===== config.mk =====
export PLATFORM = sky130hd
export DESIGN_NAME = subterranean_axi4_lite_master
export DESIGN_NICKNAME = d
export VERILOG_FILES = /design/src/rtl/subterranean_axi_pkg.sv /design/src/rtl/subterranean_axi4_lite_master.sv
export SDC_FILE = /design/constraint.sdc
export NUM_CORES = 1
export LEC_CHECK = 0
export CAP_MARGIN = 20
export CORE_AREA = 2 2 99 197
export CTS_CLUSTER_DIAMETER = 120
export DETAILED_ROUTE_END_ITERATION = 8
export DIE_AREA = 0 0 101 199
export PLACE_DENSITY_LB_ADDON = 0.3
export SLEW_MARGIN = 5
export SYNTH_ARGS = -nofsm -noshare
export SYNTH_HDL_FRONTEND = slang
export SYNTH_SLANG_ARGS = --single-unit

===== constraint.sdc =====
create_clock -name aclk -period 4.9 [get_ports aclk]
set_input_delay 0.98 -clock aclk [delete_from_list [all_inputs] [get_ports aclk]]
set_output_delay 0.98 -clock aclk [all_outputs]
set_load 0.1 [all_outputs]

===== src/rtl/subterranean_axi_pkg.sv =====
// subterranean_axi_pkg: opcodes, AXI response codes, FSM encoding and strobe helper
// shared by the Subterranean AXI4-Lite initiator.
package subterranean_axi_pkg;

    localparam logic [2:0] OP_INIT     = 3'b000;
    localparam logic [2:0] OP_DUPLEX   = 3'b001;
    localparam logic [2:0] OP_ENCRYPT  = 3'b010;
    localparam logic [2:0] OP_DECRYPT  = 3'b011;
    localparam logic [2:0] OP_SQUEEZE  = 3'b100;
    localparam logic [2:0] OP_READ_BUF = 3'b101;

    localparam logic [1:0] RESP_OKAY   = 2'b00;
    localparam logic [1:0] RESP_SLVERR = 2'b10;

    typedef enum logic [2:0] {
        ST_IDLE    = 3'd0,
        ST_WR_REQ  = 3'd1,
        ST_WR_RESP = 3'd2,
        ST_RD_REQ  = 3'd3,
        ST_RD_RESP = 3'd4,
        ST_RESP    = 3'd5
    } state_t;

    // Sizes of 4 and above all mean a full word.
    function automatic logic [3:0] size_to_wstrb(input logic [2:0] size);
        return size == 3'd0 ? 4'b0000 :
               size == 3'd1 ? 4'b0001 :
               size == 3'd2 ? 4'b0011 :
               size == 3'd3 ? 4'b0111 : 4'b1111;
    endfunction

endpackage


===== src/rtl/subterranean_axi4_lite_master.sv =====
// subterranean_axi4_lite_master: turns valid/ready cipher commands into single AXI4-Lite
// writes or reads, with a per-phase timeout, and returns status on a response port.
module subterranean_axi4_lite_master
    import subterranean_axi_pkg::*;
#(
    parameter int ADDR_W         = 8,
    parameter int TIMEOUT_CYCLES = 255,
    parameter int CNT_W          = 8
) (
    input  logic              aclk,
    input  logic              aresetn,
    input  logic              cmd_valid,
    output logic              cmd_ready,
    input  logic              cmd_write,
    input  logic [2:0]        cmd_op,
    input  logic [2:0]        cmd_size,
    input  logic [31:0]       cmd_wdata,
    output logic              rsp_valid,
    input  logic              rsp_ready,
    output logic [31:0]       rsp_rdata,
    output logic [1:0]        rsp_resp,
    output logic              rsp_timeout,
    output logic [ADDR_W-1:0] m_axi_awaddr,
    output logic [2:0]        m_axi_awprot,
    output logic              m_axi_awvalid,
    input  logic              m_axi_awready,
    output logic [31:0]       m_axi_wdata,
    output logic [3:0]        m_axi_wstrb,
    output logic              m_axi_wvalid,
    input  logic              m_axi_wready,
    input  logic [1:0]        m_axi_bresp,
    input  logic              m_axi_bvalid,
    output logic              m_axi_bready,
    output logic [ADDR_W-1:0] m_axi_araddr,
    output logic [2:0]        m_axi_arprot,
    output logic              m_axi_arvalid,
    input  logic              m_axi_arready,
    input  logic [31:0]       m_axi_rdata,
    input  logic [1:0]        m_axi_rresp,
    input  logic              m_axi_rvalid,
    output logic              m_axi_rready
);

    state_t             state_q, state_d;
    logic [CNT_W-1:0]   cnt_q, cnt_d;
    logic               cmd_ready_d, rsp_valid_d, rsp_timeout_d;
    logic [31:0]        rsp_rdata_d, wdata_d;
    logic [1:0]         rsp_resp_d;
    logic [ADDR_W-1:0]  awaddr_d, araddr_d, cmd_addr;
    logic [3:0]         wstrb_d;
    logic               awvalid_d, wvalid_d, arvalid_d, bready_d, rready_d;
    logic               stall, abort, expired;

    assign m_axi_awprot = 3'b000;
    assign m_axi_arprot = 3'b000;
    assign cmd_addr     = ADDR_W'({cmd_op, cmd_size, 2'b00});
    assign expired      = cnt_q == CNT_W'(TIMEOUT_CYCLES - 1);

    always_comb begin
        state_d       = state_q;
        cnt_d         = '0;
        stall         = 1'b0;
        abort         = 1'b0;
        awvalid_d     = m_axi_awvalid;
        wvalid_d      = m_axi_wvalid;
        arvalid_d     = m_axi_arvalid;
        bready_d      = m_axi_bready;
        rready_d      = m_axi_rready;
        awaddr_d      = m_axi_awaddr;
        araddr_d      = m_axi_araddr;
        wdata_d       = m_axi_wdata;
        wstrb_d       = m_axi_wstrb;
        rsp_valid_d   = rsp_valid;
        rsp_rdata_d   = rsp_rdata;
        rsp_resp_d    = rsp_resp;
        rsp_timeout_d = rsp_timeout;
        case (state_q)
            ST_IDLE: if (cmd_valid && cmd_ready) begin
                if (cmd_write) begin
                    state_d   = ST_WR_REQ;
                    awvalid_d = 1'b1;
                    wvalid_d  = 1'b1;
                    awaddr_d  = cmd_addr;
                    wdata_d   = cmd_wdata;
                    wstrb_d   = size_to_wstrb(cmd_size);
                end else begin
                    state_d   = ST_RD_REQ;
                    arvalid_d = 1'b1;
                    araddr_d  = cmd_addr;
                end
            end
            ST_WR_REQ: begin
                awvalid_d = m_axi_awvalid && !m_axi_awready;
                wvalid_d  = m_axi_wvalid && !m_axi_wready;
                if (!awvalid_d && !wvalid_d) begin
                    state_d  = ST_WR_RESP;
                    bready_d = 1'b1;
                end else begin
                    // a partial handshake restarts the wait window
                    stall = !(m_axi_awvalid && m_axi_awready) && !(m_axi_wvalid && m_axi_wready);
                end
            end
            ST_WR_RESP: if (m_axi_bvalid) begin
                state_d       = ST_RESP;
                bready_d      = 1'b0;
                rsp_valid_d   = 1'b1;
                rsp_rdata_d   = '0;
                rsp_resp_d    = m_axi_bresp;
                rsp_timeout_d = 1'b0;
            end else begin
                stall = 1'b1;
            end
            ST_RD_REQ: if (m_axi_arready) begin
                state_d   = ST_RD_RESP;
                arvalid_d = 1'b0;
                rready_d  = 1'b1;
            end else begin
                stall = 1'b1;
            end
            ST_RD_RESP: if (m_axi_rvalid) begin
                state_d       = ST_RESP;
                rready_d      = 1'b0;
                rsp_valid_d   = 1'b1;
                rsp_rdata_d   = m_axi_rdata;
                rsp_resp_d    = m_axi_rresp;
                rsp_timeout_d = 1'b0;
            end else begin
                stall = 1'b1;
            end
            ST_RESP: if (rsp_ready) begin
                state_d     = ST_IDLE;
                rsp_valid_d = 1'b0;
            end
            default: state_d = ST_IDLE;
        endcase
        if (stall) begin
            abort = expired;
            cnt_d = expired ? '0 : cnt_q + CNT_W'(1);
        end
        if (abort) begin
            state_d       = ST_RESP;
            awvalid_d     = 1'b0;
            wvalid_d      = 1'b0;
            arvalid_d     = 1'b0;
            bready_d      = 1'b0;
            rready_d      = 1'b0;
            rsp_valid_d   = 1'b1;
            rsp_rdata_d   = '0;
            rsp_resp_d    = RESP_SLVERR;
            rsp_timeout_d = 1'b1;
        end
        cmd_ready_d = state_d == ST_IDLE;
    end

    always_ff @(posedge aclk or negedge aresetn) begin
        if (!aresetn) begin
            state_q       <= ST_IDLE;
            cnt_q         <= '0;
            cmd_ready     <= 1'b0;
            rsp_valid     <= 1'b0;
            rsp_rdata     <= '0;
            rsp_resp      <= '0;
            rsp_timeout   <= 1'b0;
            m_axi_awaddr  <= '0;
            m_axi_awvalid <= 1'b0;
            m_axi_wdata   <= '0;
            m_axi_wstrb   <= '0;
            m_axi_wvalid  <= 1'b0;
            m_axi_bready  <= 1'b0;
            m_axi_araddr  <= '0;
            m_axi_arvalid <= 1'b0;
            m_axi_rready  <= 1'b0;
        end else begin
            state_q       <= state_d;
            cnt_q         <= cnt_d;
            cmd_ready     <= cmd_ready_d;
            rsp_valid     <= rsp_valid_d;
            rsp_rdata     <= rsp_rdata_d;
            rsp_resp      <= rsp_resp_d;
            rsp_timeout   <= rsp_timeout_d;
            m_axi_awaddr  <= awaddr_d;
            m_axi_awvalid <= awvalid_d;
            m_axi_wdata   <= wdata_d;
            m_axi_wstrb   <= wstrb_d;
            m_axi_wvalid  <= wvalid_d;
            m_axi_bready  <= bready_d;
            m_axi_araddr  <= araddr_d;
            m_axi_arvalid <= arvalid_d;
            m_axi_rready  <= rready_d;
        end
    end

endmodule


==> impl_results.md <==
- Core Rows: 71
- HP Class: reg -> reg
- GRT Total Usage: 12.3%
- Final core occ: 35.1%
- Post-synth top area share: 57.3%
- Worst-Margin Slew: 1.08 ns
- DR iter-0 viols: 111
- Post-Route WL: 12.2 mm
- Setup TNS: 0 ns
- Initial antenna violation count: 0
- Worst skew pair latency: 0.35 ns
- Initial Util: 23.6%
- CP Max Fanout: 4
- Pre-Repair DR Iteration Count: 4
- Synth async-reset ratio: 100%
- Fill count: 1,880
- CP max stage delay: 1.20 ns
- YS warnings: 0
- Status: completed
- Largest family of logic cells by synthesized area: multiplexers
- Mux share of post-synthesis cell area: 14.3%
- Avg Cell Area, Syn: 11.7 µm²
- Crit-path cells: clkdlybuf4s50_1
- Final Hold Vio Count: 0
- Fmax achieved: 0.342 GHz
- CP arrival: 1.94 ns
- Fraction of the mapped netlist area in simple logic gates: 9.74%
- DP HPWL: 8.82 mm
- Clk_skew: 0.0100 ns
- Seq cells post-synth: 101
- Place WS: 1.76 ns
- Largest net degree at the start of global routing: 65
- Maxcap violations: 0
- Setup Viol. Count Final: 0
- CTS Buffer Depth: 2
- Sink Count: 101
- Antenna cells: 0
- H-tree depth: 3
- Clk slew on worst S/H paths: 0.07 ns
- Die Ht: 199 µm
- Fin crit share: 59.7%
- Avg Vias per Cell: 4.50
- CTS tree: yes
- Die width: 101 µm
- DRT antenna net count: 0
- Via count: 3,439
- Netlist cell types: 44
- Crit path max-delay family: buffers and inverters
- Inserted Clock Buffers: 9
- Port bufs: 173
- Final min period: 2.92 ns
- Worst Setup Start Kind: flop
- CP max-delay cell: clkdlybuf4s50_1
- RePlAce Congestion: 0.752
- Synth Area in XOR/XNOR: 1.19%
- CTS resizes: 0
- Hold-fix buffers, CTS: 0
- Die area: 20,100 µm²
- Top FF cell, synth: dfrtp_1
- Post-Syn Instances: 378
- IO Pins: 184
- Register area share after synthesis: 57.3%
- Worst slew margin: 28.0%
- Setup WS post-layout: 1.98 ns
- RSZ-0062 raised after global routing: false
- Reg2Reg Setup Slack: 2.60 ns
- Compound-Gate Fraction of Synth Area: 11.3%
- CP required: 3.92 ns
- Core ar.: 18,700 µm²
- Post-CTS setup buffers: 0
- Global route overflow: 0
- Fraction of layout cells with a size suffix above 1: 13.7%
- Critical Path End Type: output pin
- Crit Path Class: reg -> out
- Top area cells in the synthesized netlist: dfrtp_1 57%, mux2_4 7.5%, mux2_2 6.4%, o21ai_0 4.2%, a21oi_1 4.1%
- Wire length per cell: 16.0 µm
- Post-synthesis cell area: 4410 µm²
- First-pass GRT wire length: 18.8 mm
- Post-Synth Adder-Cell Area: 0.568%
- Synth-to-Final Area Change: 48.6%
- Post-synth top area cell: dfrtp_1
- Number of flops mapped to enable cells by yosys: 0
- Clock root buffer: clkbuf_16
- Max Transition Viols Final: 0
- Vias in the first global route: 3,585
- WP buf/inv: 1
- # DRC: 0
- NumNets Final: 627
## cell usage in the layout, fill, tap and decap left out, types with 3 or more instances in the layout
| cell | count |
|---|---|
| mux2_4 | 22 |
| conb_1 | 10 |
| nor3_1 | 4 |
| clkbuf_8 | 3 |
| o21ai_0 | 37 |
| nor2_1 | 13 |
| a211o_1 | 4 |
| clkbuf_16 | 9 |
| dfrtp_1 | 101 |
| mux2_2 | 25 |
| nand3_1 | 4 |
| nor2b_1 | 5 |
| a21oi_1 | 36 |
| clkdlybuf4s50_1 | 172 |
| nand2_1 | 46 |
| inv_1 | 5 |
| xor2_1 | 5 |
| buf_4 | 6 |
## routing by layer
| metal | wire, µm | part of all wire [%] | vias up | GRT usage (%) |
|---|---|---|---|---|
| met5 | 0 | 0 | - | 0 |
| met4 | 313 | 2.6 | 0 | 5.41 |
| met3 | 835 | 6.8 | 18 | 3.62 |
| met2 | 6670 | 55 | 141 | 23.1 |
| met1 | 4410 | 36 | 1678 | 12.2 |
| li1 | - | - | 1602 | - |
## synthesized netlist by cell type, drive strengths merged (3+ instances only)
library cell and number:
a211o 4, a21oi 36, buf 26, clkbuf 9
dfrtp 101, inv 5, mux2 47, nand2 46
nand3 4, nor2 13, nor2b 5, nor3 4
o21ai 38, or2 3, xor2 5
## area by class of cell
class                           count  area (µm²)  area share, %
Multi-Input combinational cell    246        1680           25.6
Clock buffer                       13         270           4.13
Clock inverter                      3        18.8          0.286
Timing Repair Buffer              178        1770           27.0
Inverter                            5        18.8          0.286
Sequential cell                   101        2530           38.6
Tap cell                          219         274           4.18
## final timing paths
kind                                              from                     endpoint  depth (start not counted)
min in group asynchronous                      aresetn  m_axi_wdata[25]$_DFFE_PN0P_                          1
max in group asynchronous                      aresetn  m_axi_wdata[17]$_DFFE_PN0P_                          2
setup / recovery             m_axi_awvalid$_DFFE_PN0P_                m_axi_awvalid                          1
hold reg to reg            m_axi_wdata[23]$_DFFE_PN0P_  m_axi_wdata[23]$_DFFE_PN0P_                          1
setup reg to reg                  state_q[0]$_DFF_PN0_          cmd_ready$_DFF_PN0_                          4
hold / removal             m_axi_wdata[23]$_DFFE_PN0P_  m_axi_wdata[23]$_DFFE_PN0P_                          1
## kinds of logic (layout without fill, tap and decap cells)
family                     Yosys count  count (layout)
adders and majority gates            2               2
xor gates and xnor gates             6               6
buffers and inverters               40             199
muxes                               49              49
DFF                                101             101
other                                1              10
AOI/OAI and AO/OA                   89              89
and+or+nand+nor                     90              90
## sequential cells by signal (all words and copies together) (netlist names)
name	cells
m_axi_wdata	32
rsp_rdata	32
cnt_q	8
m_axi_araddr	6
m_axi_awaddr	6
m_axi_wstrb	4
state_q	3
rsp_resp	2
cmd_ready	1
m_axi_arvalid	1
m_axi_awvalid	1
m_axi_bready	1
m_axi_rready	1
m_axi_wvalid	1
rsp_timeout	1
rsp_valid	1
## per-stage QoR
stage               instances  area, µm²  hold WS (ns)
floorplan                 387       4440         0.492
CTS                       765       6550         0.509
global route              765       6550         0.517
detailed placement        749       6260         0.488
finish                    765       6550         0.507
global placement          749       6260         0.472
Power is not shown: default switching activity piles up to over one toggle a cycle in this logic, so the estimate is an artifact.
